### src/rtl/shift_reg_sequencer.sv
// Command-driven sequencer for an N-bit universal shift register: load a word, run len serial shifts, return result.
// Latency: done_tick 3+L cycles after accept (L = len clamped to N); abort ends early through DONE.
// Backpressure: cmd_ready is high only in IDLE; one command in flight, next accept possible in the done_tick cycle.
module shift_reg_sequencer #(
  parameter int N     = 8,
  parameter int CNT_W = 4
) (
  input  logic             clk,
  input  logic             reset,
  input  logic             cmd_valid,
  output logic             cmd_ready,
  input  logic [N-1:0]     cmd_data,
  input  logic             cmd_dir,
  input  logic [CNT_W-1:0] cmd_len,
  input  logic             abort,
  input  logic             ser_in,
  output logic [1:0]       sr_ctrl,
  output logic [N-1:0]     sr_d,
  input  logic [N-1:0]     sr_q,
  output logic             ser_out,
  output logic             ser_valid,
  output logic [N-1:0]     rsp_data,
  output logic             done_tick,
  output logic             aborted,
  output logic             busy
);

  typedef enum logic [1:0] {
    IDLE  = 2'b00,
    LOAD  = 2'b01,
    SHIFT = 2'b10,
    DONE  = 2'b11
  } state_t;

  localparam logic [1:0]       CTRL_HOLD = 2'b00;
  localparam logic [1:0]       CTRL_SHL  = 2'b01;
  localparam logic [1:0]       CTRL_SHR  = 2'b10;
  localparam logic [1:0]       CTRL_LOAD = 2'b11;
  localparam logic [CNT_W-1:0] LEN_MAX   = CNT_W'(N);
  localparam logic [CNT_W-1:0] CNT_ONE   = CNT_W'(1);

  state_t           state;
  state_t           state_nxt;
  logic [N-1:0]     data_r;
  logic             dir_r;
  logic [CNT_W-1:0] cnt;
  logic             abort_pend;
  logic             accept;
  logic             abort_hit;
  logic [CNT_W-1:0] len_clamped;

  assign cmd_ready   = (state == IDLE);
  assign busy        = (state != IDLE);
  assign accept      = cmd_valid & cmd_ready;
  // abort only matters while the datapath is being driven
  assign abort_hit   = abort & ((state == LOAD) | (state == SHIFT));
  // lengths beyond the register width would only shift in more ser_in bits; cap at N
  assign len_clamped = (cmd_len > LEN_MAX) ? LEN_MAX : cmd_len;

  // state register
  always_ff @(posedge clk or posedge reset) begin
    if (reset) begin
      state <= IDLE;
    end else begin
      state <= state_nxt;
    end
  end

  // next-state and datapath drive; an aborted cycle holds the register untouched
  always_comb begin
    state_nxt = state;
    sr_ctrl   = CTRL_HOLD;
    sr_d      = '0;
    ser_out   = 1'b0;
    ser_valid = 1'b0;
    case (state)
      IDLE: begin
        if (accept) begin
          state_nxt = LOAD;
        end
      end
      LOAD: begin
        if (abort) begin
          state_nxt = DONE;
        end else begin
          sr_ctrl   = CTRL_LOAD;
          sr_d      = data_r;
          state_nxt = (cnt != '0) ? SHIFT : DONE;
        end
      end
      SHIFT: begin
        if (abort) begin
          state_nxt = DONE;
        end else begin
          ser_valid = 1'b1;
          if (dir_r) begin
            sr_ctrl = CTRL_SHR;
            sr_d    = {ser_in, {(N-1){1'b0}}};
            ser_out = sr_q[0];
          end else begin
            sr_ctrl = CTRL_SHL;
            sr_d    = {{(N-1){1'b0}}, ser_in};
            ser_out = sr_q[N-1];
          end
          if (cnt == CNT_ONE) begin
            state_nxt = DONE;
          end
        end
      end
      DONE: begin
        state_nxt = IDLE;
      end
      default: begin
        state_nxt = IDLE;
      end
    endcase
  end

  // latch the command on accept; count down once per performed shift
  always_ff @(posedge clk or posedge reset) begin
    if (reset) begin
      data_r <= '0;
      dir_r  <= 1'b0;
      cnt    <= '0;
    end else if (accept) begin
      data_r <= cmd_data;
      dir_r  <= cmd_dir;
      cnt    <= len_clamped;
    end else if ((state == SHIFT) && !abort) begin
      cnt <= cnt - CNT_ONE;
    end
  end

  // remember an abort until DONE so aborted rises together with done_tick
  always_ff @(posedge clk or posedge reset) begin
    if (reset) begin
      abort_pend <= 1'b0;
    end else if (accept) begin
      abort_pend <= 1'b0;
    end else if (abort_hit) begin
      abort_pend <= 1'b1;
    end
  end

  // response: capture the register in DONE, pulse done_tick the cycle after
  always_ff @(posedge clk or posedge reset) begin
    if (reset) begin
      rsp_data  <= '0;
      done_tick <= 1'b0;
      aborted   <= 1'b0;
    end else begin
      done_tick <= (state == DONE);
      if (state == DONE) begin
        rsp_data <= sr_q;
        aborted  <= abort_pend;
      end else if (accept) begin
        aborted <= 1'b0;
      end
    end
  end

endmodule

### config.mk
export PLATFORM = sky130hd
export DESIGN_NAME = shift_reg_sequencer
export DESIGN_NICKNAME = d
export VERILOG_FILES = /design/src/rtl/shift_reg_sequencer.sv
export SDC_FILE = /design/constraint.sdc
export NUM_CORES = 1
export LEC_CHECK = 0
export ABC_AREA = 1
export CELL_PAD_IN_SITES_DETAIL_PLACEMENT = 1
export CELL_PAD_IN_SITES_GLOBAL_PLACEMENT = 2
export CORE_ASPECT_RATIO = 0.6
export CORE_UTILIZATION = 24
export CTS_CLUSTER_DIAMETER = 60
export DETAILED_ROUTE_END_ITERATION = 8
export GPL_ROUTABILITY_DRIVEN = 0
export PLACE_DENSITY = 0.76
export SYNTH_ARGS = -nofsm -noshare
export SYNTH_HDL_FRONTEND = slang
export SYNTH_SLANG_ARGS = --single-unit
### constraint.sdc
create_clock -name clk -period 1.9 [get_ports clk]
set_clock_uncertainty 0.1 [all_clocks]
set_input_delay 0.38 -clock clk [delete_from_list [all_inputs] [get_ports clk]]
set_output_delay 0.38 -clock clk [all_outputs]
set_load 0.02 [all_outputs]
-- After elaboration in Yosys (flattened, before gate mapping)
Index checks and enable logic that the tools add are counted.
- mux-type cells: 26
- bitwise logic cells: 3
- $lt $le $gt $ge: 1
- reductions and logical operators: 9
- eq/ne operators: 6
- add/sub/neg operators: 1
- operator list (operator ; count):
    two-way mux 8 bit ; 3
    case mux 8 bit (2 select lines) ; 1
    two-way mux 2 bit ; 6
    two-way mux 4 bit ; 3
    two-way mux 1 bit ; 11
    case mux 2 bit (4 select lines) ; 1
    nonzero test 2 bit ; 4
    == test 2 bit (second input constant) ; 2
    == test 4 x 1 -> 1 bit (second input constant) ; 1
    > comparator 4 bit (second input constant) ; 1
    case mux 2 bit (2 select lines) ; 1
    nonzero test 4 bit ; 1
    subtractor 4 x 1 -> 4 bit (second input constant) ; 1
    inequality test 3 bit (second input constant) ; 1
    AND 1 bit ; 2
    == test 2 x 1 -> 1 bit (second input constant) ; 1
    zero test 2 bit ; 1
    inequality test 2 x 1 -> 1 bit (second input constant) ; 1
    AND reduction 2 bit ; 1
    logical AND 1 bit ; 1
    zero test 1 bit ; 1
    bitwise OR 1 bit ; 1
- word-level logic and storage cells: 54
- input bits: 26
- register bits: 26
- output and inout bits: 24

-- Logic depth before layout (Yosys ltp)
- word-level depth: 5
- mapped depth: 8
- gate-level depth less buffers: 8

-- Worst setup path before layout
Ideal clock, no wire load.
- path type: register -> output
- start: reg state[0]
- end: out sr_ctrl[0]
- data arrival time: 1.472 ns
- buffers on the path: 0
- required time: 1.420 ns
- slack: -0.052 ns
- stages on the path, launching flop included: 5
- cells stage by stage: dfrtp_1 inv_1 ha_1 inv_1 o31ai_1
- word-level cells in the longest chain between the ends: 2
- elaborated cells between the ends (all ways): 3
- classes of those cells: eq/ne (2); mux (1)
- RTL lines (what ; line ; text):
    start: declaration ; 42 ; state_t state;
    start signal: assignment ; 65 ; state <= state_nxt;
    == test 2 bit or == test 2 x 1 -> 1 bit (tied branches) ; 76 ; case (state)
    case mux 2 bit (2 select lines) (*) ; 76 ;
    end: declaration ; 17 ; output logic [1:0] sr_ctrl,
Mark *: on every way between the ends. The rest lies on a longest branch, timed or not.

-- Final worst setup path
Same ends and word-level chain as after synthesis.

==> results.json <==
{
  "outcome": "finished, violations left",
  "violations": "design-rule violations, negative setup slack",
  "postSynthNetCount": 197,
  "fin_worst_hold_slack_ns": 0.358,
  "drt-wirelength-per-cell_um": 12.8,
  "cts.path.max_buffers": 2,
  "route.vias.total": 1261,
  "grt_util_all_layers_pct": 14.0,
  "horizontal_die_dimension_um": 97.9,
  "period_share_pct": 106,
  "cellLeakagePower_uw": 0.00106,
  "ratio_of_cells_with_drive_above_1_in_the_final_layout_pct": 27.9,
  "worst-path-buf-inv": 4,
  "synth_compound_gate_area_share_pct": 11.0,
  "crit_path_end_kind": "output port",
  "grt_pass1_vias": 1268,
  "cts_inserted_buffers": 3,
  "crit_required_ns": 1.42,
  "synthMostInstantiatedCell": "sky130_fd_sc_hd__nand2_1",
  "worst_ep_arrival_time_ns": 1.54,
  "power.density_cell_area_mw_per_mm2": 1550,
  "postSynth.asyncResetShare_pct": 100,
  "critical_path.max_stage_delay_ns": 0.37,
  "stdcell_count": 299,
  "dominantRegCellSynth": "sky130_fd_sc_hd__dfrtp_1",
  "synth-simple-area-share_pct": 23.3,
  "combinational_family_with_the_most_area_after_synthesis": "simple AND/OR/NAND/NOR gates",
  "synth_mux_area_share_pct": 0,
  "grt_max_degree": 27,
  "crit_slowest_cell": "sky130_fd_sc_hd__dfrtp_1",
  "ant_nets": 0,
  "initial_utilization_pct": 25.6,
  "path_class": "flip-flop to output port",
  "design.final.nets": 269,
  "ys_top_cells_by_area": "sky130_fd_sc_hd__dfrtp_1 (49%), sky130_fd_sc_hd__nand2_1 (14%), sky130_fd_sc_hd__ha_1 (7.6%)",
  "drc_marker_count_from_the_first_detailed_route_iteration": 21,
  "die_area_mm2": 0.00583,
  "row_count": 20,
  "max_rail_drop_vdd_mv": 0.489,
  "max_cap_viol_count": 0,
  "synth_edf_count": 0,
  "port-buffer-count": 49,
  "post_synth_fa_ha_maj_area_fraction_pct": 7.55,
  "detail_route.vias_per_cell": 4.22,
  "hold_violations": 0,
  "num_antenna_cells": 0,
  "gr-total-overflow": 0,
  "tritoncts": "done",
  "fp.dieH_um": 59.6,
  "post-dp-hpwl_um": 2820,
  "area_delta_synth_final_pct": 69.2,
  "fin_crit_ns": 2.02,
  "clockRootBuffer": "sky130_fd_sc_hd__clkbuf_8",
  "ios": 50,
  "utilization_pct": 43.3,
  "report.final.setup_viol": 12,
  "synth_xor_area_share_pct": 0,
  "grt_antenna_before_repair": 0,
  "totalNegativeSetupSlack_ns": -1.19,
  "ys_top_cells_by_count": "sky130_fd_sc_hd__nand2_1 (51), sky130_fd_sc_hd__dfrtp_1 (26), sky130_fd_sc_hd__inv_1 (22)",
  "relSlewSlack_pct": 77.4,
  "drc_errors": 2,
  "max_freq_mhz": 495,
  "post_synth_inst_count": 163,
  "worst-slew-pin-transition_ns": 0.339,
  "drt_pre_antenna_iters": 6,
  "synthesis.yosys.warnings": 0,
  "min_path_type": "input port to async pin",
  "clkSlewWorstSetupHoldPaths_ns": 0.09,
  "cp_common_cell": "sky130_fd_sc_hd__buf_6",
  "sinks_on_the_clock_net": 26,
  "synthDominantAreaCellType": "sky130_fd_sc_hd__dfrtp_1",
  "seq_area_frac_synth_pct": 49.1,
  "numPlacedInstances": 290,
  "clkLatencyLatePin_ns": 0.27,
  "yosysUniqueCellTypes": 21,
  "timing.critical_path.from_type": "flip-flop",
  "fin_worst_setup_slack_ns": -0.122,
  "cp_cell_sequence": "inv_2 > ha_4 > buf_6 > inv_4 > o31ai_4 > buf_6",
  "crit_path_max_fanout": 3,
  "drv_slew": 0,
  "placeableCoreArea_mm2": 0.00518,
  "pre_cts_ws_ns": -0.584,
  "ys_ff_latch": 26,
  "cts-hold-fix-buffers": 0,
  "route.final.wire_length_um": 3840,
  "critical-path-top-delay-family": "buffers and inverters",
  "post_synth.cell_area_avg_um2": 8.13,
  "mappedNetlistArea_mm2": 0.00133,
  "htreeDepth": 1,
  "grt_pass1_wl_um": 6100,
  "rsz0062_at_grt": "true",
  "synth.top_cell.area_share_pct": 49.1
}
-- kinds of logic (layout without fill, tap and decap cells) --
kind of cell             count (synthesis)  count (layout)
AO/OA/AOI/OAI                           26              26
flip-flops                              26              26
buffers and inverters                   30             100
AND/OR/NAND/NOR                         73              73
adder cells (fa/ha/maj)                  8               8
-- per-layer routing --
metal	share of wire, %	GRT usage, %	routed length (um)
met4	1.5	4.98	59
met3	3.8	4.01	147
met2	42	20.5	1620
met1	53	19.6	2020
met5	0	0	0
-- final cells by class --
type	instances	area, um^2
flip-flops and latches	26	651
well taps	66	82.6
multi-input cells	107	684
inverters	27	104
repair buffers	70	679
clock buffers	3	41.3
fillers	600	2940
-- cell usage in the layout, fill, tap and decap left out --
cell	n
sky130_fd_sc_hd__buf_4	18
sky130_fd_sc_hd__clkdlybuf4s50_1	34
sky130_fd_sc_hd__o21ai_1	3
sky130_fd_sc_hd__inv_4	1
sky130_fd_sc_hd__nor2_4	7
sky130_fd_sc_hd__buf_12	1
sky130_fd_sc_hd__buf_6	14
sky130_fd_sc_hd__nand4_1	2
sky130_fd_sc_hd__dlygate4sd2_1	3
sky130_fd_sc_hd__ha_1	5
sky130_fd_sc_hd__o211ai_2	1
sky130_fd_sc_hd__nand2_2	2
sky130_fd_sc_hd__dfrtp_1	26
sky130_fd_sc_hd__o31ai_4	1
sky130_fd_sc_hd__inv_2	7
sky130_fd_sc_hd__o21ai_2	4
sky130_fd_sc_hd__a31oi_1	1
sky130_fd_sc_hd__o21ai_0	11
sky130_fd_sc_hd__inv_1	19
sky130_fd_sc_hd__ha_4	3
sky130_fd_sc_hd__a21oi_4	1
sky130_fd_sc_hd__nand2_1	50
sky130_fd_sc_hd__clkbuf_8	3
sky130_fd_sc_hd__a21oi_1	3
sky130_fd_sc_hd__nand3_2	1
sky130_fd_sc_hd__o22ai_1	1
sky130_fd_sc_hd__nor2_1	4
sky130_fd_sc_hd__nand3_4	1
sky130_fd_sc_hd__nand3_1	6
-- metrics by stage --
stage / instance area [um^2] / total power [uW]
global route: 2240 / 3750
CTS: 2170 / 3340
finish: 2240 / 3480
global placement: 2000 / 2790
detailed placement: 2000 / 2800
floorplan: 1330 / 1970
-- state kept, by name, summed over array words and instances (netlist names) --
name        count
data_r          8
rsp_data        8
cnt             4
state           2
abort_pend      1
aborted         1
dir_r           1
done_tick       1
-- path summary, 6_finish.rpt --
kind                                         start                       to  slack [ns]  depth (start not counted)
hold reg to reg            rsp_data[1]$_DFFE_PP0P_  rsp_data[1]$_DFFE_PP0P_        0.38                          2
min in group clk           rsp_data[1]$_DFFE_PP0P_  rsp_data[1]$_DFFE_PP0P_        0.38                          2
hold / removal                               reset  rsp_data[5]$_DFFE_PP0P_        0.36                          3
setup / recovery              state[0]$_DFFE_PP0P_               sr_ctrl[0]       -0.12                          6
setup reg to reg              state[1]$_DFFE_PP0P_     state[0]$_DFFE_PP0P_        0.11                         11
max in group asynchronous                    reset  rsp_data[3]$_DFFE_PP0P_        1.09                          3
-- power by group --
| group | internal [uW] | switching, uW |
|---|---|---|
| Sequential | 827 | 141 |
| Clock | 142 | 172 |
| Combinational | 990 | 1200 |
| Total | 1960 | 1520 |
-- worst register-to-register path: stages, from the launching register on --
cell,delay (ns)
sky130_fd_sc_hd__dfrtp_1,0.40
sky130_fd_sc_hd__buf_4,0.16
sky130_fd_sc_hd__ha_4,0.16
sky130_fd_sc_hd__inv_2,0.06
sky130_fd_sc_hd__nor2_4,0.05
sky130_fd_sc_hd__buf_4,0.14
sky130_fd_sc_hd__buf_6,0.11
sky130_fd_sc_hd__buf_4,0.16
sky130_fd_sc_hd__a21oi_4,0.19
sky130_fd_sc_hd__nand2_1,0.07
sky130_fd_sc_hd__nand2_1,0.06
sky130_fd_sc_hd__nand2_1,0.04
-- repair_timing --
action / CTS / global route
resized for setup: 96 / 14
gates cloned: 0 / 0
endpoints found under the setup margin: 14 / 12
endpoints found under the hold margin: 0 / 0
buffers inserted: 4 / 3
pin swaps: 3 / 8
(Power assumes the default switching activity.)
